===== src/rtl/lm07_pkg.sv =====
// Shared definitions for the LM07 serial temperature interface (reader and responder).
package lm07_pkg;

    // Responder frame state
    typedef enum logic [1:0] {
        StIdle  = 2'd0,
        StShift = 2'd1,
        StDone  = 2'd2
    } lm07_state_e;

    localparam int unsigned LM07_DATA_W   = 16;
    localparam logic [15:0] LM07_TEMP_SET = 16'h0F00;

endpackage


===== src/rtl/lm07_sync_edge.sv =====
// Multi-stage synchronizer for an asynchronous pin, with single-cycle rise/fall pulses.
module lm07_sync_edge #(
    parameter int unsigned SYNC_STAGES = 2
) (
    input  logic clk_i,
    input  logic rst_i,
    input  logic d_i,
    output logic rise_o,
    output logic fall_o
);

    logic [SYNC_STAGES-1:0] sync_q, sync_d;
    logic                   prev_q, prev_d;

    // Shift the pin into the chain; remember the last stage for edge compare
    always_comb begin
        sync_d = {sync_q[SYNC_STAGES-2:0], d_i};
        prev_d = sync_q[SYNC_STAGES-1];
    end

    // Synchronizer and history registers
    always_ff @(posedge clk_i) begin
        if (rst_i) begin
            sync_q <= '0;
            prev_q <= 1'b0;
        end else begin
            sync_q <= sync_d;
            prev_q <= prev_d;
        end
    end

    // Edge pulses, consumed by the next clock edge of the user
    always_comb begin
        rise_o = sync_q[SYNC_STAGES-1] & ~prev_q;
        fall_o = ~sync_q[SYNC_STAGES-1] & prev_q;
    end

endmodule


===== src/rtl/lm07_spi_responder.sv =====
// LM07-style SPI slave: shifts a held temperature word out on SIO, MSB first,
// on falling SCK while CS is low. CS/SCK are oversampled on SYSCLK.
module lm07_spi_responder
    import lm07_pkg::*;
#(
    parameter int unsigned       DATA_W      = LM07_DATA_W,
    parameter logic [DATA_W-1:0] RESET_TEMP  = LM07_TEMP_SET,
    parameter int unsigned       SYNC_STAGES = 2
) (
    input  logic              SYSCLK,
    input  logic              RST,
    input  logic              CS,
    input  logic              SCK,
    output logic              SIO,
    output logic              SIO_OE,
    input  logic [DATA_W-1:0] TEMP_IN,
    input  logic              TEMP_VLD,
    output logic              BUSY,
    output logic              FRAME_DONE,
    output logic              FRAME_ABORT,
    output logic [4:0]        BITCNT
);

    localparam logic [4:0] FullCnt = 5'(DATA_W);

    logic cs_rise, cs_fall;
    logic sck_rise, sck_fall;

    lm07_state_e       state_q, state_d;
    logic [DATA_W-1:0] shift_q, shift_d;
    logic [DATA_W-1:0] hold_q, hold_d;
    logic [DATA_W-1:0] pend_q, pend_d;
    logic              pend_vld_q, pend_vld_d;
    logic [4:0]        bitcnt_q, bitcnt_d;
    logic              done_q, done_d;
    logic              abort_q, abort_d;
    logic [DATA_W-1:0] ret_word;

    lm07_sync_edge #(
        .SYNC_STAGES (SYNC_STAGES)
    ) u_cs_sync (
        .clk_i  (SYSCLK),
        .rst_i  (RST),
        .d_i    (CS),
        .rise_o (cs_rise),
        .fall_o (cs_fall)
    );

    lm07_sync_edge #(
        .SYNC_STAGES (SYNC_STAGES)
    ) u_sck_sync (
        .clk_i  (SYSCLK),
        .rst_i  (RST),
        .d_i    (SCK),
        .rise_o (sck_rise),
        .fall_o (sck_fall)
    );

    // SCK rise needs no action: the master samples SIO on that edge
    logic unused_sck_rise;
    assign unused_sck_rise = sck_rise;

    // Frame FSM, shift path and temperature holding/pending registers
    always_comb begin
        state_d    = state_q;
        shift_d    = shift_q;
        hold_d     = hold_q;
        pend_d     = pend_q;
        pend_vld_d = pend_vld_q;
        bitcnt_d   = bitcnt_q;
        done_d     = 1'b0;
        abort_d    = 1'b0;

        // Word that becomes current when a frame ends; a strobe on that very
        // cycle is newest and wins over an older pending value
        if (TEMP_VLD) begin
            ret_word = TEMP_IN;
        end else if (pend_vld_q) begin
            ret_word = pend_q;
        end else begin
            ret_word = hold_q;
        end

        unique case (state_q)
            StIdle: begin
                // Idle update also refreshes shift_reg so SIO previews the new MSB
                if (TEMP_VLD) begin
                    hold_d  = TEMP_IN;
                    shift_d = TEMP_IN;
                end
                if (cs_fall) begin
                    state_d  = StShift;
                    bitcnt_d = '0;
                    shift_d  = TEMP_VLD ? TEMP_IN : hold_q;
                end
            end
            StShift: begin
                if (cs_rise) begin
                    // CS rise outranks a coincident SCK fall
                    state_d    = StIdle;
                    abort_d    = 1'b1;
                    hold_d     = ret_word;
                    shift_d    = ret_word;
                    pend_vld_d = 1'b0;
                end else begin
                    if (TEMP_VLD) begin
                        pend_d     = TEMP_IN;
                        pend_vld_d = 1'b1;
                    end
                    if (sck_fall) begin
                        shift_d  = {shift_q[DATA_W-2:0], 1'b0};
                        bitcnt_d = bitcnt_q + 5'd1;
                        if (bitcnt_q == FullCnt - 5'd1) begin
                            state_d = StDone;
                        end
                    end
                end
            end
            StDone: begin
                if (cs_rise) begin
                    state_d    = StIdle;
                    done_d     = 1'b1;
                    hold_d     = ret_word;
                    shift_d    = ret_word;
                    pend_vld_d = 1'b0;
                end else if (TEMP_VLD) begin
                    pend_d     = TEMP_IN;
                    pend_vld_d = 1'b1;
                end
            end
            default: begin
                state_d = StIdle;
            end
        endcase
    end

    // State and datapath registers
    always_ff @(posedge SYSCLK) begin
        if (RST) begin
            state_q    <= StIdle;
            shift_q    <= RESET_TEMP;
            hold_q     <= RESET_TEMP;
            pend_q     <= RESET_TEMP;
            pend_vld_q <= 1'b0;
            bitcnt_q   <= '0;
            done_q     <= 1'b0;
            abort_q    <= 1'b0;
        end else begin
            state_q    <= state_d;
            shift_q    <= shift_d;
            hold_q     <= hold_d;
            pend_q     <= pend_d;
            pend_vld_q <= pend_vld_d;
            bitcnt_q   <= bitcnt_d;
            done_q     <= done_d;
            abort_q    <= abort_d;
        end
    end

    // Outputs decoded from registered state
    always_comb begin
        SIO         = shift_q[DATA_W-1];
        SIO_OE      = (state_q != StIdle);
        BUSY        = (state_q == StShift) || (state_q == StDone);
        FRAME_DONE  = done_q;
        FRAME_ABORT = abort_q;
        BITCNT      = bitcnt_q;
    end

endmodule


===== config.mk =====
export PLATFORM = sky130hd
export DESIGN_NAME = lm07_spi_responder
export DESIGN_NICKNAME = d
export VERILOG_FILES = /design/src/rtl/lm07_pkg.sv /design/src/rtl/lm07_sync_edge.sv /design/src/rtl/lm07_spi_responder.sv
export SDC_FILE = /design/constraint.sdc
export NUM_CORES = 1
export LEC_CHECK = 0
export ABC_CLOCK_PERIOD_IN_PS = 2600
export CORE_MARGIN = 4
export CORE_UTILIZATION = 45
export CTS_CLUSTER_SIZE = 25
export DETAILED_ROUTE_END_ITERATION = 8
export GPL_TIMING_DRIVEN = 0
export PLACE_DENSITY_LB_ADDON = 0.2
export SLEW_MARGIN = 40
export SYNTH_ARGS = -nofsm -noshare
export SYNTH_HDL_FRONTEND = slang
export SYNTH_SLANG_ARGS = --single-unit

===== constraint.sdc =====
create_clock -name SYSCLK -period 2.6 [get_ports SYSCLK]
set_clock_uncertainty 0.15 [all_clocks]
set_input_delay 0.52 -clock SYSCLK [delete_from_list [all_inputs] [get_ports SYSCLK]]
set_output_delay 0.52 -clock SYSCLK [all_outputs]
set_load 0.03 [all_outputs]

==> flow_summary.toml, run 1 <==
[sta]
min_period_over_period = 0.943
rsz0062_at_grt = "no"
relSlewSlack = 0.496
setup-tns-final_ns = 0
setup_viol = 0
slew_violations = 0
hold_violations = 0
tightest_slew_ns = 0.752
max_freq_mhz = 408
fin_crit_ns = 2.45

[grt]
first_global_vias = 3316
grt_pass1_wl_mm = 17.4
antenna_found_initial = 0
gr-total-overflow = 0
grt_use_total = 0.227
grt_max_degree = 13

[routing]
routed_wl_mm = 11.1
drt-vias-per-instance = 6.07
ant_nets = 0
route.vias.total = 3547
drt_iter0_drc = 295
drt_pass1_iterations = 7
drcViolationCount = 0
wl_per_cell_um = 19.1

[cells_and_area]
finish.instance_area_mm2 = 0.00434
final_nets = 503
drive_gt1_frac = 0.168
seqCellArea_mm2 = 0.00128
multi_input_area_mm2 = 0.00223
n_antenna_cell = 0
synthToLayoutAreaGrowth_pct = 15.9
fillers = 712

[clocking]
cts_tree = "yes"
clock_latency_ns = 0.36
h-tree-depth = 3
post_cts.repair.setup_buffers = 0
clkSlewWorstSetupHoldPaths_ns = 0.08
cts.sinks = 64
hold_buffers = 0
clockRootBuffer = "clkbuf_8"
clockBufferDepth = 2
cts_made_buffers = 9

[placed_design]
dp_hpwl_mm = 7.59
place.gp.congestion = 0.925
io_buffers = 29
placed_area_mm2 = 0.00416

[die]
die_w_um = 99.2
initial_core_util = 0.474
die_area_mm2 = 0.00983
io_pins = 31
core_mm2 = 0.00789
fp-row-count = 32
fp.dieH_um = 99.2

[logic_synthesis]
yosysTopAreaCellShare = 0.343
synthAdderAreaFrac = 0.0167
synth.area.top_cells = "dfxtp_1 34%, nand2_1 7.5%, mux2_2 6.6%, mux2i_1 6.4%, a21oi_1 6.2%"
yosysWarnings = 0
ys_types = 53
synth_cells = 437
syn_avg_cell_area_um2 = 8.56
synth_top_family_by_area = "compound AO/OA/AOI/OAI gates"
synth.largest_area_cell = "dfxtp_1"
syn_nets = 463
synth_compound_area_frac = 0.237
yosysSeqAreaShare = 0.343
ys_seq_elements = 64
synthXorXnorAreaFrac = 0
netlist_area_mm2 = 0.00374
yosys.area_share.simple = 0.199
synthMuxAreaShare = 0.143

[job]
cap_viol_max_count = 0

[power_and_ir_drop]
powerDensity_mw_per_mm2 = 831
p_leak_nw = 1.51
ir_drop_mv = 0.325

[setup_path]
setup.worst_path.end_class = "output port"
critPathRequiredTime_ns = 1.93
r2r_slack_ns = 0.16
r2r_end = "shift_q[12]"
startpoint = "state_q[0]"
reg2regPathDepth = 9
crit_end = "SIO_OE"
arrival_ns = 1.78
path_max_fanout = 9
cp-start-kind = "register"
r2r-start = "state_q[0]"
worstSetupPathType = "register to output port"

[status]
status = "finished, final reports clean"

[hold_path]
hold_start = "u_sck_sync.sync_q[0]"
worstHoldPathType = "register to register"
-- per-layer routing --
| layer | vias to the layer above | global-route usage | part of all wire |
|---|---|---|---|
| li1 | 1669 | - | - |
| met1 | 1678 | 0.292 | 0.43 |
| met2 | 168 | 0.350 | 0.46 |
| met3 | 32 | 0.0645 | 0.083 |
| met4 | 0 | 0.111 | 0.026 |
| met5 | - | 0 | 0 |
-- synth_stat cells (all sizes together) --
cell     number
o32a          4
nor3b         1
clkbuf       11
or3b          1
o32ai         4
and3          1
a22oi         1
and2          1
a211oi        3
ha            5
a311o         1
clkinv        1
a311oi        6
mux2i        25
mux2         24
o21ai        15
a41o          1
dfxtp        64
nor3          8
buf          24
and3b         1
a2111oi       1
a211o         1
nand3        16
a21oi        46
a22o          4
inv           9
o211ai       17
a221o         4
a21boi        1
nand2b       17
o311a         4
nand3b        4
a32oi         6
nand2        75
a31oi         2
o311ai        1
nor2         12
or3           3
or2           4
nor2b         8
-- power by group --
part	switching, mW	total [mW]	internal, mW
Clock	0.432	0.775	0.343
Sequential	0.153	1.34	1.19
Combinational	0.881	1.49	0.607
-- stage by stage --
stage | hold WS, ns | setup WS, ns | util | total power [mW] | std cells
global route | 0.313 | 0.00179 | 0.550 | 3.79 | 584
global placement | 0.276 | 0.0515 | 0.527 | 2.77 | 568
detailed placement | 0.280 | 0.0341 | 0.527 | 2.81 | 568
CTS | 0.308 | 0.129 | 0.549 | 3.58 | 584
finish | 0.295 | 0.149 | 0.550 | 3.60 | 584
floorplan | 0.264 | 0.323 | - | 2.40 | 437
-- worst max-delay path, stage by stage (launching register included) --
cell,delay (ns)
dfxtp_1,0.35
inv_1,0.08
ha_1,0.19
buf_2,0.19
inv_1,0.19
dlygate4sd2_1,0.42
-- final cells by class --
cell class	instances	area share
Tap cell	102	0.0294
Clock inverter	7	0.0113
Inverter	10	0.00866
Clock buffer	9	0.0286
Sequential cell	64	0.296
Multi-Input combinational cell	328	0.515
Timing Repair Buffer	29	0.0667
Buffer	35	0.0444
-- worst min path at each step --
stage	end	slack [ns]	depth (start not counted)
4_1_cts	u_sck_sync.sync_q[1]	0.31	1
3_3_place_gp	u_cs_sync.sync_q[1]	0.28	1
6_report	u_sck_sync.sync_q[1]	0.30	1
3_5_place_dp	u_sck_sync.sync_q[1]	0.28	1
5_1_grt	u_cs_sync.sync_q[1]	0.31	1
2_1_floorplan	u_cs_sync.sync_q[1]	0.26	1
-- cell families (layout without fill, tap and decap cells) --
group / Yosys count / in the layout
simple gates: 152 / 152
mux: 49 / 49
fa+ha+maj: 5 / 5
buf+inv: 45 / 90
flops: 64 / 64
compound gates: 122 / 122
-- cells in the final DEF, fill, tap and decap left out, types with 5 or more instances in the layout --
| master | instances |
|---|---|
| nand2_1 | 75 |
| dfxtp_1 | 64 |
| a21oi_1 | 46 |
| clkdlybuf4s50_1 | 28 |
| mux2i_1 | 24 |
| mux2_2 | 22 |
| nand2b_1 | 17 |
| o211ai_1 | 17 |
| buf_2 | 16 |
| nand3_1 | 16 |
| o21ai_0 | 14 |
| nor2_1 | 12 |
| clkbuf_1 | 11 |
| clkbuf_8 | 9 |
| inv_1 | 8 |
| nor2b_1 | 7 |
| a32oi_1 | 6 |
| nor3_1 | 6 |
| ha_1 | 5 |
-- state kept, by name (all words and copies together) (netlist names) --
signal / flops
FRAME_ABORT: 1
u_cs_sync.prev_q: 1
u_sck_sync.sync_q: 2
pend_q: 16
BITCNT: 5
u_sck_sync.prev_q: 1
hold_q: 16
shift_q: 16
FRAME_DONE: 1
u_cs_sync.sync_q: 2
pend_vld_q: 1
state_q: 2
-- repair_timing --
action                                 CTS  global route
resized for setup                        1             1
endpoints found under the hold margin    0             0
setup endpoints to repair                1             6
(Power assumes the default switching activity.)
==> run 2: changes to the inputs <==
- ABC_CLOCK_PERIOD_IN_PS: 2600 -> 3200
- clock period: 2.6 -> 3.2 ns (I/O delays scaled with it)
==> flow_summary.toml, run 2 (synthesized netlist as in run 1, its figures left out) <==
[setup_path]
path_max_fanout = 9
critPathRequiredTime_ns = 2.41
crit_top_cell = "inv_1"
setup.worst_path.end_class = "output port"
cp_top_family = "buffers and inverters"
worst_path_max_delay_cell = "clkdlybuf4s50_1"
cp-start-kind = "register"
arrival_ns = 2.06
slowest_delay_ns = 0.70
worstSetupPathType = "register to output port"
cp_cell_sequence = "inv_1, ha_1, buf_2, inv_1, clkdlybuf4s50_1"
worstPathBufferInverterCount = 4

[power_and_ir_drop]
powerDensity_mw_per_mm2 = 674
p_leak_nw = 1.50
pwr-share-comb = 0.411
switching_share = 0.404
total_power_mw = 2.92
clkPwrFrac = 0.215
ir_drop_mv = 0.264
p_sw_mw = 1.18
internal_power_mw = 1.74
seq_power_share = 0.373

[clocking]
clockBufferDepth = 2
cts_made_buffers = 9
cts_tree = "yes"
clkSlewWorstSetupHoldPaths_ns = 0.08
clock_latency_ns = 0.36
h-tree-depth = 3
cts.sinks = 64
cts_resized = 0
clockRootBuffer = "clkbuf_8"
hold_buffers = 0
post_cts.repair.setup_buffers = 0

[die]
fp.dieH_um = 99.2
io_pins = 31
initial_core_util = 0.474
die_w_um = 99.2
core_mm2 = 0.00789
fp-row-count = 32
die_area_mm2 = 0.00983

[routing]
routed_wl_mm = 11.0
drt_pass1_iterations = 5
drt-vias-per-instance = 6.00
drcViolationCount = 0
route.vias.total = 3506
drt_iter0_drc = 276
ant_nets = 0
wl_per_cell_um = 18.9

[grt]
grt_use_total = 0.227
antenna_found_initial = 0
first_global_vias = 3316
grt_max_degree = 13
grt_pass1_wl_mm = 17.4
gr-total-overflow = 0

[sta]
rsz0062_at_grt = "no"
min_period_over_period = 0.891
max_freq_mhz = 351
setup-tns-final_ns = 0
tightest_slew_ns = 0.752
setup_viol = 0
hold_violations = 0
relSlewSlack = 0.496
slew_violations = 0
fin_crit_ns = 2.85

[cells_and_area]
final_cells = 584
n_antenna_cell = 0
post-route-util = 0.549
synthToLayoutAreaGrowth_pct = 15.8
final_cell_mix = "75 x nand2_1, 64 x dfxtp_1, 46 x a21oi_1"
final_nets = 503
layout_commonest_cell = "nand2_1"
biggestRegsByFlops = "hold_q x16, pend_q x16, shift_q x16"
drive_gt1_frac = 0.168

[placed_design]
io_buffers = 29
dp_hpwl_mm = 7.59
place.gp.congestion = 0.925
dp_cells = 568

[hold_path]
worstHoldPathType = "register to register"

[status]
status = "finished, final reports clean"

[job]
cap_viol_max_count = 0
run 2: cell type report:
cell class,count,area [um^2]
Fill cell,712,3560
Multi-Input combinational cell,328,2230
Sequential cell,64,1280
Timing Repair Buffer,29,290
Buffer,35,193
Tap cell,102,128
Clock buffer,9,124
Clock inverter,7,48.8
Inverter,10,37.5
run 2: metrics by stage:
| stage | hold slack (ns) | instance area [um^2] | setup slack, ns |
|---|---|---|---|
| after global routing | 0.313 | 4330 | 0.193 |
| final | 0.298 | 4330 | 0.349 |
| after detailed placement | 0.280 | 4160 | 0.514 |
| after global placement | 0.276 | 4160 | 0.532 |
| after CTS | 0.308 | 4330 | 0.325 |
| after floorplan | 0.264 | 3740 | 0.923 |
run 2: power by group through the flow:
stage	Sequential, mW	Combinational (mW)	Clock, mW
floorplan	1.07	0.876	0
global placement	1.09	1.16	0
detailed placement	1.10	1.19	0
CTS	1.08	1.19	0.642
global route	1.11	1.29	0.681
finish	1.09	1.20	0.629
run 2: final timing paths:
path / from / endpoint / slack (ns) / cells after the start
max reg2reg: state_q[0] / shift_q[12] / 0.78 / 9
min: u_sck_sync.sync_q[0] / u_sck_sync.sync_q[1] / 0.30 / 1
min reg2reg: u_sck_sync.sync_q[0] / u_sck_sync.sync_q[1] / 0.30 / 1
max: state_q[0] / SIO_OE / 0.35 / 5
run 2: metal layers:
metal / vias up / routed length, um / share of wire / track usage
met2: 167 / 5080 / 0.46 / 0.350
li1: 1667 / - / - / -
met3: 32 / 1070 / 0.096 / 0.0645
met4: 0 / 303 / 0.027 / 0.111
met1: 1640 / 4590 / 0.42 / 0.292
met5: - / 0 / 0 / 0
==> run 3: changes to the inputs <==
- SLEW_MARGIN: 40 -> default
==> results of run 3 <==
No change in the layout: final DEF, timing and power equal those of run 2.
